`src/rtl/div3_pkg.sv`:
```
// ============================================================================
// Module      : div3_pkg
// Description : Shared types and helpers for the serial divisible-by-3
//               transmitter: remainder encoding, next-remainder function and
//               quotient-bit function. The optional quotient output of the
//               transmitter is enabled by defining DIV3_QUOTIENT_EN.
// Revision    : 1.0 - initial release
// ============================================================================
`default_nettype none

package div3_pkg;

  // Remainder of the prefix received so far, modulo 3. Encoding 3 is unused.
  typedef enum logic [1:0] {
    REM_0 = 2'd0,
    REM_1 = 2'd1,
    REM_2 = 2'd2
  } rem_t;

  // Appending bit x to a prefix with remainder r gives (2*r + x) mod 3.
  // The unused encoding behaves like REM_0 so a corrupted register recovers.
  function automatic rem_t next_rem(input rem_t r, input logic x);
    rem_t n;
    case (r)
      REM_1:   n = x ? REM_0 : REM_2;
      REM_2:   n = x ? REM_2 : REM_1;
      default: n = x ? REM_1 : REM_0;
    endcase
    return n;
  endfunction

  // Quotient bit produced by the same step: 1 when (2*r + x) >= 3.
  function automatic logic quot_bit(input rem_t r, input logic x);
    logic q;
    case (r)
      REM_1:   q = x;
      REM_2:   q = 1'b1;
      default: q = 1'b0;
    endcase
    return q;
  endfunction

endpackage

`default_nettype wire

```
`src/rtl/div3_rem_step.sv`:
```
// ============================================================================
// Module      : div3_rem_step
// Description : Running mod-3 remainder register. rem_o is the remainder of
//               the prefix including bit_i (combinational look-ahead); the
//               register commits it on advance and returns to REM_0 on clear.
//               With DIV3_QUOTIENT_EN defined, q_o carries the matching
//               quotient bit.
// Revision    : 1.0 - initial release
// ============================================================================
`default_nettype none

module div3_rem_step
  import div3_pkg::*;
(
  input  logic       clk,
  input  logic       reset,
  input  logic       clear,
  input  logic       advance,
  input  logic       bit_i,
  output logic [1:0] rem_o
`ifdef DIV3_QUOTIENT_EN
  ,
  output logic       q_o
`endif
);

  rem_t rem_q;
  rem_t rem_d;

  // Next remainder: clear wins over advance so a new frame always restarts.
  always_comb begin
    rem_d = rem_q;
    if (clear) begin
      rem_d = REM_0;
    end else if (advance) begin
      rem_d = next_rem(rem_q, bit_i);
    end
  end

  // Remainder register.
  always_ff @(posedge clk) begin
    if (reset) begin
      rem_q <= REM_0;
    end else begin
      rem_q <= rem_d;
    end
  end

  // Look-ahead remainder including the bit currently presented.
  always_comb begin
    rem_o = next_rem(rem_q, bit_i);
  end

`ifdef DIV3_QUOTIENT_EN
  // Quotient bit of the same step.
  always_comb begin
    q_o = quot_bit(rem_q, bit_i);
  end
`endif

endmodule

`default_nettype wire

```
`src/rtl/div3_serial_tx.sv`:
```
// ============================================================================
// Module      : div3_serial_tx
// Description : Parallel-to-serial transmitter, MSB first, with valid/ready
//               on both sides. Each serial bit is accompanied by the mod-3
//               remainder and divisibility verdict of the prefix sent so far.
//               Defining DIV3_QUOTIENT_EN adds the quotient-bit output q_o.
// Revision    : 1.0 - initial release
// ============================================================================
`default_nettype none

module div3_serial_tx
  import div3_pkg::*;
#(
  parameter int WIDTH = 8
) (
  input  logic             clk,
  input  logic             reset,
  input  logic             in_valid_i,
  output logic             in_ready_o,
  input  logic [WIDTH-1:0] data_i,
  output logic             x_o,
  output logic             x_valid_o,
  input  logic             x_ready_i,
  output logic             last_o,
  output logic             div_o,
  output logic [1:0]       rem_o
`ifdef DIV3_QUOTIENT_EN
  ,
  output logic             q_o
`endif
);

  localparam int CNT_W = (WIDTH > 1) ? $clog2(WIDTH) : 1;

  localparam logic [0:0] S_IDLE  = 1'b0;
  localparam logic [0:0] S_SHIFT = 1'b1;

  logic [0:0]       state_q, state_d;
  logic [WIDTH-1:0] shreg_q, shreg_d;
  logic [CNT_W-1:0] cnt_q,   cnt_d;

  logic       w_accept;
  logic       w_bit_xfer;
  logic       w_clear;
  logic       w_advance;
  logic [1:0] w_rem;
`ifdef DIV3_QUOTIENT_EN
  logic       w_q;
`endif

  assign w_accept   = in_valid_i && in_ready_o;
  assign w_bit_xfer = x_valid_o && x_ready_i;
  // A new word or the last bit of a frame restarts the remainder.
  assign w_clear    = w_accept || (w_bit_xfer && last_o);
  assign w_advance  = w_bit_xfer && !last_o;

  // State, shift register and bit counter.
  always_ff @(posedge clk) begin
    if (reset) begin
      state_q <= S_IDLE;
      shreg_q <= '0;
      cnt_q   <= '0;
    end else begin
      state_q <= state_d;
      shreg_q <= shreg_d;
      cnt_q   <= cnt_d;
    end
  end

  // Next state: a word accepted on the last bit keeps SHIFT with no bubble.
  always_comb begin
    state_d = state_q;
    shreg_d = shreg_q;
    cnt_d   = cnt_q;
    case (state_q)
      S_IDLE: begin
        if (w_accept) begin
          state_d = S_SHIFT;
        end
      end
      default: begin
        if (w_bit_xfer && last_o && !w_accept) begin
          state_d = S_IDLE;
        end
      end
    endcase
    if (w_accept) begin
      shreg_d = data_i;
      cnt_d   = CNT_W'(WIDTH - 1);
    end else if (w_advance) begin
      shreg_d = {shreg_q[WIDTH-2:0], 1'b0};
      cnt_d   = cnt_q - 1'b1;
    end
  end

  // Handshake and serial outputs decoded from the state.
  always_comb begin
    in_ready_o = 1'b1;
    x_valid_o  = 1'b0;
    x_o        = 1'b0;
    last_o     = 1'b0;
    case (state_q)
      S_IDLE: begin
        in_ready_o = 1'b1;
      end
      default: begin
        x_valid_o  = 1'b1;
        x_o        = shreg_q[WIDTH-1];
        last_o     = (cnt_q == '0);
        in_ready_o = (cnt_q == '0) && x_ready_i;
      end
    endcase
  end

  div3_rem_step u_rem_step (
    .clk     (clk),
    .reset   (reset),
    .clear   (w_clear),
    .advance (w_advance),
    .bit_i   (x_o),
    .rem_o   (w_rem)
`ifdef DIV3_QUOTIENT_EN
    ,
    .q_o     (w_q)
`endif
  );

  // Verdict outputs are only meaningful alongside a valid bit.
  always_comb begin
    rem_o = x_valid_o ? w_rem : 2'd0;
    div_o = x_valid_o && (rem_o == 2'd0);
`ifdef DIV3_QUOTIENT_EN
    q_o   = x_valid_o && w_q;
`endif
  end

endmodule

`default_nettype wire

```
`config.mk`:
```
export PLATFORM = sky130hd
export DESIGN_NAME = div3_serial_tx
export DESIGN_NICKNAME = d
export VERILOG_FILES = /design/src/rtl/div3_pkg.sv /design/src/rtl/div3_rem_step.sv /design/src/rtl/div3_serial_tx.sv
export SDC_FILE = /design/constraint.sdc
export NUM_CORES = 1
export LEC_CHECK = 0
export ABC_AREA = 1
export ABC_CLOCK_PERIOD_IN_PS = 1300
export BUFFER_PORTS_ARGS = -buffer_cell sky130_fd_sc_hd__buf_2
export CAP_MARGIN = 20
export CORE_MARGIN = 5
export CORE_UTILIZATION = 47
export DETAILED_ROUTE_END_ITERATION = 8
export HOLD_SLACK_MARGIN = 0.15
export PLACE_DENSITY = 0.71
export SLEW_MARGIN = 20
export SYNTH_ARGS = -nofsm -noshare
export SYNTH_HDL_FRONTEND = slang
export SYNTH_SLANG_ARGS = --single-unit
```
`constraint.sdc`:
```
create_clock -name clk -period 1.3 [get_ports clk]
set_clock_uncertainty 0.05 [all_clocks]
set_input_delay 0.13 -clock clk [delete_from_list [all_inputs] [get_ports clk]]
set_output_delay 0.13 -clock clk [all_outputs]
set_load 0.01 [all_outputs]
```
==> impl_metrics.csv <==
group,metric,value,unit
routing,viasPerCell,5.53,
sta,worst_slack,-310,ps
power,ir_drop,992,uV
yosys,synth_top_area_share,32.7,%
grt,grt_max_degree,13,
grt,antenna_found_initial,0,
placement,dpl.hpwl,1360,um
outcome,violations,"negative setup slack",
cts,cts_sinks,14,
power,pwr_density_cell,868,mW/mm^2
yosys,synth_area_leader_cell,"dfxtp_1",
sta,hold_ws,176,ps
routing,ant_nets,0,
sta,slew_headroom,66.5,%
worst_setup_path,start_kind,"register",
worst_setup_path,r2r_start,"cnt_q[1]",
routing,wl,3460,um
cells_and_area,post-route-cell-area,0.00156,sq mm
grt,grt_pass1_wl,4080,um
grt,gr-total-overflow,0,
placement,portBuffers,18,
yosys,synthCells,126,
outcome,status,"finished with violations",
cts,cts_tree,"yes",
sta,worstMarginPinSlew,502,ps
yosys,yosys_warnings,0,
floorplanning,die_w,52.7,um
power,p_int,0.870,mW
yosys,synth.distinct_cells,22,
power,seqPwrFrac,36.5,%
yosys,ys_ff_latch,14,
cells_and_area,fill_cells,81,
worst_hold_path,hold_path_class,"in2reg",
worst_setup_path,worstPathRequired,1120,ps
cts,cts_buffers,3,
power,p_switching,0.481,mW
floorplanning,rows,15,
worst_hold_path,whs_path_depth,5,
worst_setup_path,critPathKind,"reg2out",
sta,grt_setup_unrepaired,"yes",
sta,hold_viol_final,0,
floorplanning,initial_core_util,49.6,%
floorplanning,io-pin-count,19,
power,switching_share,35.6,%
sta,max_freq,621,MHz
sta,layout_min_cycle_time,1610,ps
cells_and_area,area_growth,81.9,%
yosys,synth-async-reset-ratio,0,%
floorplanning,chipHeight,52.7,um
routing,first_iter_violations,40,
routing,wire_per_inst,17.7,um
worst_setup_path,cp_max_fo,3,
cts,clockRootBuffer,"clkbuf_4",
worst_hold_path,min-delay-start,"data_i[2]",
routing,vias,1084,
sta,slew_violations,0,
worst_setup_path,r2r_cells,9,
sta,min_period_over_period,124,%
cts,clockBufferDepth,2,
yosys,postSynthAreaPerCell,6.79,sq um
yosys,synth_fp_nets,142,
worst_setup_path,r2r_end,"shreg_q[1]",
worst_setup_path,cp.arrival,1430,ps
yosys,synth_edf_count,0,
run,maxCapViolCount,0,
power,p_leak,0.686,nW
floorplanning,dieArea,0.00277,sq mm
power,comb_power_share,38.8,%
yosys,synth_flop_cell,"dfxtp_1",
cts,path_clk_slew,100,ps
yosys,synth_area,856,sq um
routing,firstDrtPassIters,4,
worst_setup_path,critPathCaptureType,"output pin",
sta,setup_viol,15,
grt,first_global_vias,908,
power,clockPowerShare,24.7,%
placement,place_congestion,0.789,
cells_and_area,nets,188,
yosys,ys_seq_area_share,32.7,%
placement,postPlaceCellArea,0.00101,sq mm
cts,clk_latency,290,ps
yosys,ys_top_cells_by_count,"26 x nand2_1, 26 x nand3_1, 21 x inv_1, 14 x dfxtp_1, 12 x a21oi_1",
grt,grtUsageTotal,19.9,%
worst_hold_path,hold_end,"shreg_q[2]",
yosys,yosys-top-cells-area,"dfxtp_1 33%, nand3_1 15%, nand2_1 11%",
routing,drc,0,
cells_and_area,drive_gt1_share,62.0,%
cells_and_area,n_antenna_cell,0,
floorplanning,coreArea,0.00173,sq mm
cts,cts.htree.levels,1,
worst_setup_path,ff2ff_setup_slack,-170,ps
## routing by layer
metal  global-route usage, %  vias up  share of wire, %
met1                    25.2      500                39
met5                       0        -                 0
met3                    2.56       24               6.6
met2                    33.7       64                49
li1                        -      496                 -
met4                    7.66        0               5.3
## metrics by stage
step	utilization, %	power, mW	setup TNS, ps	std cells	setup slack [ps]
floorplan	-	0.666	0	126	24.3
global placement	58.3	0.741	-14.2	173	-10.2
detailed placement	58.3	0.748	-190	173	-66.6
CTS	72.9	1.17	-865	191	-269
global route	90.1	1.40	-2720	196	-370
finish	90.1	1.35	-1930	196	-310
## sequential cells by signal, summed over array words and instances (netlist names)
name / cells
shreg_q: 8
state_q: 1
cnt_q: 3
u_rem_step.rem_q: 2
## worst max-delay path, cell delays in order (launching register included)
cell and delay (ps):
dfxtp_4 380, ha_4 240, inv_4 70, nand3_4 80, o21ai_4 90, inv_2 50, nor2_2 90, buf_2 130
## placed cells by master, fill, tap and decap left out, types with 6 or more instances in the layout
| cell type | n |
|---|---|
| nand2_1 | 12 |
| buf_2 | 17 |
| dfxtp_1 | 9 |
| dlygate4sd3_1 | 7 |
| inv_1 | 14 |
| nand3_1 | 15 |
| inv_2 | 6 |
| buf_4 | 11 |
| nand2_2 | 14 |
| a21oi_2 | 8 |
| nand3_2 | 10 |
## worst max-delay path by stage
stage | cells after the start | start | end | slack, ps
floorplan | 7 | u_rem_step.rem_q[0] | rem_o[0] | 20
global placement | 8 | cnt_q[0] | shreg_q[2] | -10
detailed placement | 8 | u_rem_step.rem_q[0] | rem_o[0] | -70
CTS | 6 | u_rem_step.rem_q[0] | div_o | -270
global route | 7 | u_rem_step.rem_q[1] | rem_o[0] | -370
finish | 7 | u_rem_step.rem_q[1] | rem_o[0] | -310
## logic make-up (layout without fill, tap and decap cells)
family | count (synthesis) | after routing | share of synthesized area [%]
DFF | 14 | 14 | 32.7
buffers and inverters | 29 | 71 | 15.5
AOI/OAI and AO/OA | 16 | 16 | 10.4
xor gates and xnor gates | 1 | 1 | 1.02
adders and majority gates | 4 | 4 | 5.85
and+or+nand+nor | 62 | 65 | 34.5
## repair_timing
| action | in CTS | in global routing |
|---|---|---|
| setup buffers | 7 | 2 |
| cloned | 1 | 3 |
| hold buffers | 7 | 0 |
| hold endpoints to repair | 11 | 0 |
| pin swaps | 6 | 16 |
| gates resized for setup | 24 | 58 |
| setup endpoints to repair | 15 | 18 |
## power groups by stage
stage	clock [mW]	sequential, mW	combinational, mW
final	0.333	0.493	0.524
after detailed placement	0	0.493	0.255
after global placement	0	0.491	0.250
after global routing	0.349	0.495	0.555
after floorplan	0	0.491	0.176
after CTS	0.337	0.486	0.347
## layout make-up
cell class | instances | area [sq um] | area share, %
Tap cell | 25 | 31.3 | 2.01
Inverter | 24 | 103 | 6.59
Sequential cell | 14 | 292 | 18.7
Clock buffer | 4 | 36.3 | 2.33
Multi-Input combinational cell | 86 | 741 | 47.6
Timing Repair Buffer | 43 | 354 | 22.7
Power figures use the tool's default switching activity.
